$ cat config.mk
export PLATFORM = sky130hd
export DESIGN_NAME = muldiv_hilo_unit
export DESIGN_NICKNAME = d
export VERILOG_FILES = /design/src/rtl/muldiv_pkg.sv /design/src/rtl/muldiv_step.sv /design/src/rtl/muldiv_hilo_unit.sv
export SDC_FILE = /design/constraint.sdc
export NUM_CORES = 1
export LEC_CHECK = 0
export CORE_ASPECT_RATIO = 0.6
export CORE_UTILIZATION = 55
export CTS_CLUSTER_SIZE = 8
export DETAILED_ROUTE_END_ITERATION = 16
export PLACE_DENSITY_LB_ADDON = 0.25
export SLEW_MARGIN = 0
export SYNTH_ARGS = -nofsm -noshare
export SYNTH_HDL_FRONTEND = slang
export SYNTH_HIERARCHICAL = 1
export SYNTH_SLANG_ARGS = --single-unit
export TNS_END_PERCENT = 30
$ cat constraint.sdc
create_clock -name clock -period 4.1 [get_ports clock]
set_clock_uncertainty 0.2 [all_clocks]
set_input_delay 0.615 -clock clock [delete_from_list [all_inputs] [get_ports clock]]
set_output_delay 0.615 -clock clock [all_outputs]
set_load 0.1 [all_outputs]
$ cat src/rtl/muldiv_pkg.sv
// rtl/muldiv_pkg.sv - shared op encodings, FSM states and sizing for the Hi/Lo multiply/divide unit
package muldiv_pkg;

  localparam int MD_WIDTH = 32;
  localparam int MD_ITERS = MD_WIDTH;

  typedef enum logic [1:0] {
    OP_MULT  = 2'b00,
    OP_MULTU = 2'b01,
    OP_DIV   = 2'b10,
    OP_DIVU  = 2'b11
  } op_e;

  typedef enum logic [1:0] {
    IDLE = 2'd0,
    RUN  = 2'd1,
    FIX  = 2'd2
  } state_e;

  function automatic logic op_is_div(input logic [1:0] op);
    return op[1];
  endfunction

  function automatic logic op_is_signed(input logic [1:0] op);
    return ~op[0];
  endfunction

endpackage

$ cat src/rtl/muldiv_step.sv
// rtl/muldiv_step.sv - one combinational shift-add multiply or restoring-divide iteration
module muldiv_step
  import muldiv_pkg::*;
#(
  parameter int WIDTH = MD_WIDTH
) (
  input  logic             is_div,
  input  logic [WIDTH-1:0] acc_i,
  input  logic [WIDTH-1:0] a_i,
  input  logic [WIDTH-1:0] b_i,
  output logic [WIDTH-1:0] acc_o,
  output logic [WIDTH-1:0] a_o
);

  logic [WIDTH:0]   sum;
  logic [WIDTH:0]   shifted;
  logic [WIDTH-1:0] diff;

  always_comb begin
    // Multiply: {acc, a} is the 2*WIDTH product register, a[0] is the current multiplier bit
    sum     = {1'b0, acc_i} + ({1'b0, b_i} & {(WIDTH + 1){a_i[0]}});
    // Divide: acc is the partial remainder, a shifts dividend bits out and quotient bits in
    shifted = {acc_i, a_i[WIDTH-1]};
    diff    = shifted[WIDTH-1:0] - b_i;
    acc_o   = '0;
    a_o     = '0;
    if (is_div) begin
      if (shifted >= {1'b0, b_i}) begin
        acc_o = diff;
        a_o   = {a_i[WIDTH-2:0], 1'b1};
      end else begin
        acc_o = shifted[WIDTH-1:0];
        a_o   = {a_i[WIDTH-2:0], 1'b0};
      end
    end else begin
      acc_o = sum[WIDTH:1];
      a_o   = {sum[0], a_i[WIDTH-1:1]};
    end
  end

endmodule

$ cat src/rtl/muldiv_hilo_unit.sv
// rtl/muldiv_hilo_unit.sv - iterative multiply/divide engine owning the Hi/Lo registers
module muldiv_hilo_unit
  import muldiv_pkg::*;
#(
  parameter int WIDTH = MD_WIDTH,
  parameter int ITERS = WIDTH
) (
  input  logic             clock,
  input  logic             reset_n,
  input  logic             start,
  input  logic [1:0]       op,
  input  logic [WIDTH-1:0] in1,
  input  logic [WIDTH-1:0] in2,
  input  logic             mthi,
  input  logic             mtlo,
  input  logic [WIDTH-1:0] wdata,
  output logic [WIDTH-1:0] hi,
  output logic [WIDTH-1:0] lo,
  output logic             busy,
  output logic             done
);

  localparam int CNT_W = $clog2(ITERS);

  state_e             state_q, state_d;
  logic [CNT_W-1:0]   cnt_q, cnt_d;
  logic               div_q, div_d;
  logic               neg_res_q, neg_res_d;
  logic               neg_rem_q, neg_rem_d;
  logic [WIDTH-1:0]   acc_q, acc_d;
  logic [WIDTH-1:0]   a_q, a_d;
  logic [WIDTH-1:0]   b_q, b_d;
  logic [WIDTH-1:0]   hi_q, hi_d;
  logic [WIDTH-1:0]   lo_q, lo_d;
  logic               done_q, done_d;

  logic [WIDTH-1:0]   acc_step, a_step;
  logic               in_signed;
  logic [WIDTH-1:0]   abs_in1, abs_in2;
  logic [2*WIDTH-1:0] prod_mag, prod_fix;
  logic [WIDTH-1:0]   quo_fix, rem_fix;

  muldiv_step #(.WIDTH(WIDTH)) u_step (
    .is_div (div_q),
    .acc_i  (acc_q),
    .a_i    (a_q),
    .b_i    (b_q),
    .acc_o  (acc_step),
    .a_o    (a_step)
  );

  always_comb begin
    in_signed = op_is_signed(op);
    abs_in1   = (in_signed && in1[WIDTH-1]) ? -in1 : in1;
    abs_in2   = (in_signed && in2[WIDTH-1]) ? -in2 : in2;
    prod_mag  = {acc_q, a_q};
    prod_fix  = neg_res_q ? -prod_mag : prod_mag;
    // A zero divisor leaves quotient all ones and remainder |in1|; re-signing the remainder restores in1
    quo_fix   = (b_q == '0) ? '1 : (neg_res_q ? -a_q : a_q);
    rem_fix   = neg_rem_q ? -acc_q : acc_q;

    state_d   = state_q;
    cnt_d     = cnt_q;
    div_d     = div_q;
    neg_res_d = neg_res_q;
    neg_rem_d = neg_rem_q;
    acc_d     = acc_q;
    a_d       = a_q;
    b_d       = b_q;
    hi_d      = hi_q;
    lo_d      = lo_q;
    done_d    = 1'b0;

    case (state_q)
      IDLE: begin
        if (start) begin
          state_d   = RUN;
          cnt_d     = '0;
          div_d     = op_is_div(op);
          neg_res_d = in_signed & (in1[WIDTH-1] ^ in2[WIDTH-1]);
          neg_rem_d = in_signed & in1[WIDTH-1];
          acc_d     = '0;
          a_d       = abs_in1;
          b_d       = abs_in2;
        end else begin
          if (mthi) hi_d = wdata;
          if (mtlo) lo_d = wdata;
        end
      end
      RUN: begin
        acc_d = acc_step;
        a_d   = a_step;
        cnt_d = cnt_q + 1'b1;
        if (cnt_q == CNT_W'(ITERS - 1)) state_d = FIX;
      end
      FIX: begin
        if (div_q) begin
          hi_d = rem_fix;
          lo_d = quo_fix;
        end else begin
          hi_d = prod_fix[2*WIDTH-1:WIDTH];
          lo_d = prod_fix[WIDTH-1:0];
        end
        done_d  = 1'b1;
        state_d = IDLE;
      end
      default: state_d = IDLE;
    endcase
  end

  always_ff @(posedge clock or negedge reset_n) begin
    if (!reset_n) begin
      state_q   <= IDLE;
      cnt_q     <= '0;
      div_q     <= 1'b0;
      neg_res_q <= 1'b0;
      neg_rem_q <= 1'b0;
      acc_q     <= '0;
      a_q       <= '0;
      b_q       <= '0;
      hi_q      <= '0;
      lo_q      <= '0;
      done_q    <= 1'b0;
    end else begin
      state_q   <= state_d;
      cnt_q     <= cnt_d;
      div_q     <= div_d;
      neg_res_q <= neg_res_d;
      neg_rem_q <= neg_rem_d;
      acc_q     <= acc_d;
      a_q       <= a_d;
      b_q       <= b_d;
      hi_q      <= hi_d;
      lo_q      <= lo_d;
      done_q    <= done_d;
    end
  end

  assign hi   = hi_q;
  assign lo   = lo_q;
  assign busy = (state_q != IDLE);
  assign done = done_q;

endmodule

# Yosys cells after proc, flatten, opt, wreduce, memory -nomap -nowiden
# Cells that the tools add are included.
# word_totals
ff_bits	171
# op_classes
n_eq_ne	8
add_sub_neg	8
n_reduce_logical	12
order_cmp	1
muxes	28
bitwise_logic	5
# ops
operator	n
$mux W32	16
$pmux W32 S2	4
$neg A32 Y32	4
$mux W64	1
$neg A64 Y64	1
$add A32 B33 Y33	1
$and A32 B33 Y33	1
$ge A33 B32 Y1	1
$logic_not A32 Y1	1
$sub A32 B32 Y32	1
$ne A2 B2 Y1 const B	5
$pmux W5 S2	1
$reduce_and A2 Y1	3
$reduce_and A3 Y1	2
$reduce_bool A2 Y1	3
$add A5 B1 Y5 const B	1
$eq A5 B5 Y1 const B	1
$mux W5	1
$mux W2	2
$pmux W2 S2	1
$and A1 B1 Y1	2
$eq A2 B1 Y1 const B	1
$eq A2 B2 Y1 const B	1
$logic_and A1 B1 Y1	2
4 further kinds	5

# Logic depth before layout (Yosys ltp)
# Gate-level depths: netlist (run 1).
# depth
depth_word	5
ltp_mapped	15
mapped_depth_nobuf	15

# By module
# Netlist (run 1), hierarchy kept.
# modules_own_cells
module	seq_area_each_um2	area_per_inst_um2	cells_per_inst	n_inst
muldiv_hilo_unit	4279.1	10689.0	1282	1
muldiv_step	0.0	4698.3	671	1

# Worst setup path after synthesis (run 1)
# Ideal clock, no wire load.
# synth_path
path_type	register to register
from	reg a_q[0]
to	reg acc_q[27]
t_required_ps	3766
n_path_buf	1
synth_period_minus_slack_ps	3692
stages_incl_launch_ff	16
slack_ps	408
t_arrival_ps	3359
path_cell_list	dfrtp_1 -> clkbuf_1 -> and2_1 -> ha_1 -> fa_1 -> a21o_1 -> a211oi_2 -> and4bb_1 -> o211ai_2 -> a211oi_2 -> o211ai_2 -> or4b_1 -> and4_1 -> a221o_1 -> nand2_1 -> o21ai_0
# synth_via
elab_chain_cells	4
# synth_lines
element	line	source
from (decl)	muldiv_hilo_unit.sv:31	logic [WIDTH-1:0] a_q, a_d;
from (signal assigned)	muldiv_hilo_unit.sv:119	a_q <= '0;
from (signal assigned)	muldiv_hilo_unit.sv:131	a_q <= a_d;
$and A32 B33 Y33	muldiv_step.sv:21	sum = {1'b0, acc_i} + ({1'b0, b_i} & {(WIDTH + 1){a_i[0]}});
$add A32 B33 Y33	muldiv_step.sv:21	
$mux W32	muldiv_step.sv:27	if (is_div) begin
via acc_step[27]	muldiv_hilo_unit.sv:37	logic [WIDTH-1:0] acc_step, a_step;
$pmux W32 S2	muldiv_hilo_unit.sv:74	case (state_q)
to (signal assigned)	muldiv_hilo_unit.sv:118	acc_q <= '0;
to (signal assigned)	muldiv_hilo_unit.sv:130	acc_q <= acc_d;
to (decl)	muldiv_hilo_unit.sv:30	logic [WIDTH-1:0] acc_q, acc_d;
# The timed path passes the listed nets, and every way through them passes these cells.
# A chain may end at the register's enable or synchronous reset.

# Worst setup path in the final report (run 1)
# layout_path
from	reg a_q[0]
to	reg acc_q[22]
# Same word-level chain as after synthesis.

==> results.toml, run 1 <==
[route]
via_count = 16500
wl_per_cell_um = 24.1
viasPerCell = 6.63
drt_iter0_drc = 2574
drc = 0
wl_um = 60100
dr.pass1.iters = 6
ant_nets = 0

[sta]
fmax_mhz = 253
slew-limit-headroom = 0.301
holdWs_ns = 0.0778
worst_pin_slew_ns = 1.05
finalSetupTns_ns = 0
rsz0062_at_grt = "false"
fin_crit_ns = 3.96
hold_violations = 0
finalMaxSlewViolations = 0
finalSetupViolations = 0
fin_crit_sh = 0.965

[clock_network]
cts_max_level = 4
cts_buffer_depth = 2
numCtsBuffers = 17
clkLatencyLatePin_ns = 0.45
clk_pin_slew_ns = 0.07
cts_tree = "yes"
cts.sinks = 171
cts_hold_buf = 0
cts_root_buf = "clkbuf_16"

[yosys]
syn_inst = 1953
synth_edf_count = 0
ys_top_cells_by_area = "dfrtp_1 (28%), nand2_1 (5.8%), ha_1 (5.7%)"
synth_most_common_cell = "nand2_1"
avgSynthCellArea_um2 = 7.88
ys_types = 92
synth-async-reset-ratio = 1.00
synth_seq_cells = 171
syn_nets = 2128
ys.flop_type = "dfrtp_1"
seq_area_frac_synth = 0.278
netlist_top_cells_count = "nand2_1 (239), o21ai_0 (173), dfrtp_1 (171), a21oi_1 (152), nor2_1 (121)"
synth_top_area_frac = 0.278
yosys.area.top_type = "dfrtp_1"
yosysWarnings = 6
netlist_area_mm2 = 0.0154

[setup_path]
worst_setup_path_end_kind = "flop"
cp_top_family = "compound AO/OA/AOI/OAI gates"
crit_required_ns = 4.21
worstSetupStartpointType = "flop"
cp_max_fo = 12
crit_slowest_cell = "o311ai_0"
rrSetupSlack_ns = 0.14
regToRegEndpoint = "acc_q[22]"
r2r-start = "a_q[0]"
critPathLaunch = "a_q[0]"
slowest_delay_ns = 0.57
worstSetupPathType = "reg2reg"
path_cells = "buf_4, and2_1, ha_1, and3_1, o21a_1, a21oi_1, a211oi_1, a21o_1, o2bb2ai_1, nor2_1, o311ai_0, buf_4, a31oi_1, nand2_1, o21ai_0"
cp_num_buf_inv = 2
r2r_cells = 15
cp.arrival_ns = 4.06
cpMostUsedCell = "buf_4"

[floorplan]
dieArea_mm2 = 0.0287
num_rows = 47
start_util = 0.559
core_mm2 = 0.0275
die-height_um = 132
die_w_um = 218
ios = 169

[global_route]
grt_pass1_vias = 14700
grt_start_max_net_pins = 94
grt_pass1_wl_um = 89600
use_met3 = 0.211
overflow = 0
grt-busiest-layer = "met1"
antenna_found_initial = 1
gr-usage-met2 = 0.492
grt_usage = 0.414
grtUsageMet1 = 0.639

[run_status]
status = "finished clean"

[hold_path]
hold_path_class = "in2async"

[finish]
syn_to_final_growth_pct = 19.8
drive_above_1_share = 0.0997
final_nets = 2288

[place]
place.gp.congestion = 1.06
hpwl_um = 46400
port_buffers = 168

[flow_run]
drv_cap = 0
## worst max-delay path by stage
stage,to,slack [ns],depth (start not counted)
after floorplan,acc_q[27],0.41,15
after global placement,acc_q[30],0.36,14
after detailed placement,acc_q[27],0.32,14
after CTS,acc_q[27],0.32,14
final,acc_q[22],0.14,15
after global routing,acc_q[23],0.07,14
## what timing repair did
| item | in CTS | in global routing |
|---|---|---|
| gates resized for setup | 0 | 1 |
| endpoints found under the setup margin | 0 | 1 |
| hold endpoints to repair | 0 | 0 |
| buffers inserted | 0 | 0 |
## cell type report
type                       instances  area [um2]
timing repair buffer             252        2350
antenna                            2        5.00
clock buffer                      19         453
clock inverter                    13         201
tap                              367         459
fill                            2318        9080
multi-input combinational       1603       10400
inverter                          68         255
sequential                       171        4280
## layer usage
layer	vias up	wire length, um
met5	-	77
met4	2	945
met3	102	10100
met2	1152	21800
met1	7820	27100
li1	7456	-
## logic make-up (layout without fill, tap and decap cells)
group | after synthesis | in the layout | synth area share
AOI/OAI and AO/OA | 606 | 606 | 0.248
xor gates and xnor gates | 151 | 151 | 0.0859
adders and majority gates | 72 | 72 | 0.0595
buffers and inverters | 179 | 352 | 0.0457
DFF | 171 | 171 | 0.278
muxes | 73 | 73 | 0.0507
other | 0 | 2 | 0
and+or+nand+nor | 701 | 701 | 0.232
## worst reg2reg max path, stage by stage, from the launching register on
cell and delay [ns]:
dfrtp_1 0.44, buf_4 0.20, and2_1 0.14, ha_1 0.36, and3_1 0.22, o21a_1 0.15, a21oi_1 0.09, a211oi_1 0.45
a21o_1 0.29, o2bb2ai_1 0.26, nor2_1 0.07, o311ai_0 0.57, buf_4 0.22, a31oi_1 0.04, nand2_1 0.05, o21ai_0 0.08
## sequential cells by signal, summed over array words and instances, names as in the netlist
register,cells
a_q,32
acc_q,32
b_q,32
cnt_q,5
div_q,1
done,1
hi,32
lo,32
neg_rem_q,1
neg_res_q,1
state_q,2
## placed cells by master, fill, tap and decap left out, types with 34 or more instances in the layout
cell type,instances
o21ai_0,173
and2_1,37
a21o_1,38
xor2_1,58
or3_1,39
a21oi_1,152
clkdlybuf4s50_1,167
nor3_1,34
mux2_2,40
dfrtp_1,170
xnor2_1,93
ha_1,70
inv_1,67
nor2_1,121
nand2_1,238
buf_4,81
## per-stage QoR
step | utilization | worst slack (ns) | instance area [um2] | instances
2_1_floorplan | - | 0.408 | 15400 | 1953
3_3_place_gp | 0.646 | 0.356 | 17800 | 2461
3_5_place_dp | 0.646 | 0.319 | 17800 | 2461
4_1_cts | 0.670 | 0.319 | 18400 | 2493
5_1_grt | 0.670 | 0.0674 | 18400 | 2493
6_report | 0.670 | 0.142 | 18400 | 2495
Power of run 1 is left out: the tool's default activity adds up to more than one toggle a clock period on the data nets, which glitch-free logic cannot reach.
==> run 2: changes to the inputs <==
--- a/config.mk
+++ b/config.mk
@@ -7,6 +7,7 @@
 export LEC_CHECK = 0
 export CORE_ASPECT_RATIO = 0.6
 export CORE_UTILIZATION = 55
+export CTS_BUF_LIST = sky130_fd_sc_hd__clkbuf_8
 export CTS_CLUSTER_SIZE = 8
 export DETAILED_ROUTE_END_ITERATION = 16
 export PLACE_DENSITY_LB_ADDON = 0.25
==> run 2 against run 1 <==
Compared with the run above: sequential share of layout area grew 0.25 points; critical path type unchanged; first-iteration DRC count shrank 6.2%; maximum frequency grew 2.6%; utilization shrank 0.70 points; critical endpoint unchanged; largest cell class unchanged; worst setup slack gained 0.10 ns; register-to-register slack gained 0.10 ns; die area is the same; wire length shrank 0.70%; flip-flop and latch count is the same; via count shrank 0.36%.
==> results.toml, run 2 (synthesis gave the netlist of run 1 again) <==
[setup_path]
rrSetupSlack_ns = 0.24
worst_setup_path_end_kind = "flop"
crit_slowest_cell = "o311ai_0"
worstSetupStartpointType = "flop"
cp_top_family = "compound AO/OA/AOI/OAI gates"
cp_max_fo = 12
cp_num_buf_inv = 2
critPathLaunch = "a_q[0]"
worstSetupPathType = "reg2reg"
cpMostUsedCell = "buf_4"
crit_required_ns = 4.26
r2r-start = "a_q[0]"
cp.arrival_ns = 4.02
slowest_delay_ns = 0.51
path_cells = "buf_4, and2_1, ha_1, and3_1, o21a_1, a21oi_1, a211oi_1, a21o_1, o2bb2ai_1, nor2_1, o311ai_0, buf_4, a31oi_1, nand2_1, o21ai_0"

[floorplan]
start_util = 0.559
die_w_um = 218
dieArea_mm2 = 0.0287
die-height_um = 132
num_rows = 47
core_mm2 = 0.0275
ios = 169

[clock_network]
cts_setup_buffers = 0
cts_root_buf = "clkbuf_8"
ctsResizeCount = 0
cts_tree = "yes"
numCtsBuffers = 17
cts_hold_buf = 0
clk_pin_slew_ns = 0.10
cts.sinks = 171
clkLatencyLatePin_ns = 0.50
cts_max_level = 4
cts_buffer_depth = 2

[route]
viasPerCell = 6.61
drc = 0
via_count = 16500
wl_um = 59700
drt_iter0_drc = 2414
ant_nets = 0
wl_per_cell_um = 23.9
dr.pass1.iters = 9

[finish]
syn_to_final_growth_pct = 18.6
drive_above_1_share = 0.0997
seq_area_mm2 = 0.00428
final_nets = 2288
multiInputGateArea_mm2 = 0.0104
nFillCells = 2353
final_common_cell = "nand2_1"
layout_common_cells = "nand2_1 (238), o21ai_0 (173), dfrtp_1 (170)"

[sta]
finalSetupViolations = 0
fmax_mhz = 259
fin_crit_ns = 3.86
fin_crit_sh = 0.941
finalSetupTns_ns = 0
slew-limit-headroom = 0.290
rsz0062_at_grt = "false"
finalMaxSlewViolations = 0
hold_violations = 0
worst_pin_slew_ns = 1.06

[hold_path]
hold_path_class = "in2async"

[place]
hpwl_um = 46400
port_buffers = 168
place.gp.congestion = 1.06

[global_route]
grt_usage = 0.413
grt_pass1_vias = 14600
antenna_found_initial = 0
overflow = 0
grt_pass1_wl_um = 89300
grt_start_max_net_pins = 94

[run_status]
status = "finished clean"

[flow_run]
drv_cap = 0
-- run 2: changes by cell type in the layout (fill, tap and decap cells not counted) --
cell       previous run  this run
diode_2               2         1
clkbuf_8              2        19
clkbuf_16            17         0
-- run 2: area by class of cell --
type	instances	share of cell area
inverter	68	0.0140
timing repair buffer	252	0.129
multi-input combinational	1603	0.572
sequential	171	0.235
clock inverter	13	0.0110
antenna	1	0.000137
clock buffer	19	0.0143
tap	367	0.0252
-- run 2: worst paths after layout --
kind	cells after the start	endpoint
worst max-delay path	15	acc_q[22]
worst min-delay path	1	lo[6]
worst max register to register	15	acc_q[22]
worst min register to register	2	lo[2]
max in group asynchronous	2	b_q[0]
min in group clock	2	lo[2]
-- run 2: layer usage --
metal,share of wire,vias up,GRT usage
li1,-,7436,-
met1,0.45,7753,0.647
met2,0.36,1188,0.484
met3,0.17,96,0.205
met4,0.019,0,0.0843
met5,0,-,0
-- run 2: per-stage QoR --
| stage | hold WS (ns) | setup WS (ns) | instances | area [um2] | utilization |
|---|---|---|---|---|---|
| 3_5_place_dp | 0.275 | 0.319 | 2461 | 17800 | 0.646 |
| 4_1_cts | 0.0459 | 0.329 | 2493 | 18200 | 0.663 |
| 3_3_place_gp | 0.261 | 0.356 | 2461 | 17800 | 0.646 |
| 6_report | 0.0132 | 0.242 | 2494 | 18200 | 0.663 |
| 2_1_floorplan | 0.119 | 0.408 | 1953 | 15400 | - |
| 5_1_grt | 0.0731 | 0.0669 | 2493 | 18200 | 0.663 |
-- run 2: worst register-to-register path, stage by stage, from the launching register on --
cell and delay, ns:
dfrtp_1 0.45, buf_4 0.19, and2_1 0.14, ha_1 0.37, and3_1 0.22, o21a_1 0.14, a21oi_1 0.09, a211oi_1 0.45
a21o_1 0.28, o2bb2ai_1 0.24, nor2_1 0.07, o311ai_0 0.51, buf_4 0.21, a31oi_1 0.04, nand2_1 0.05, o21ai_0 0.08
Power of run 2 is left out for the same reason.
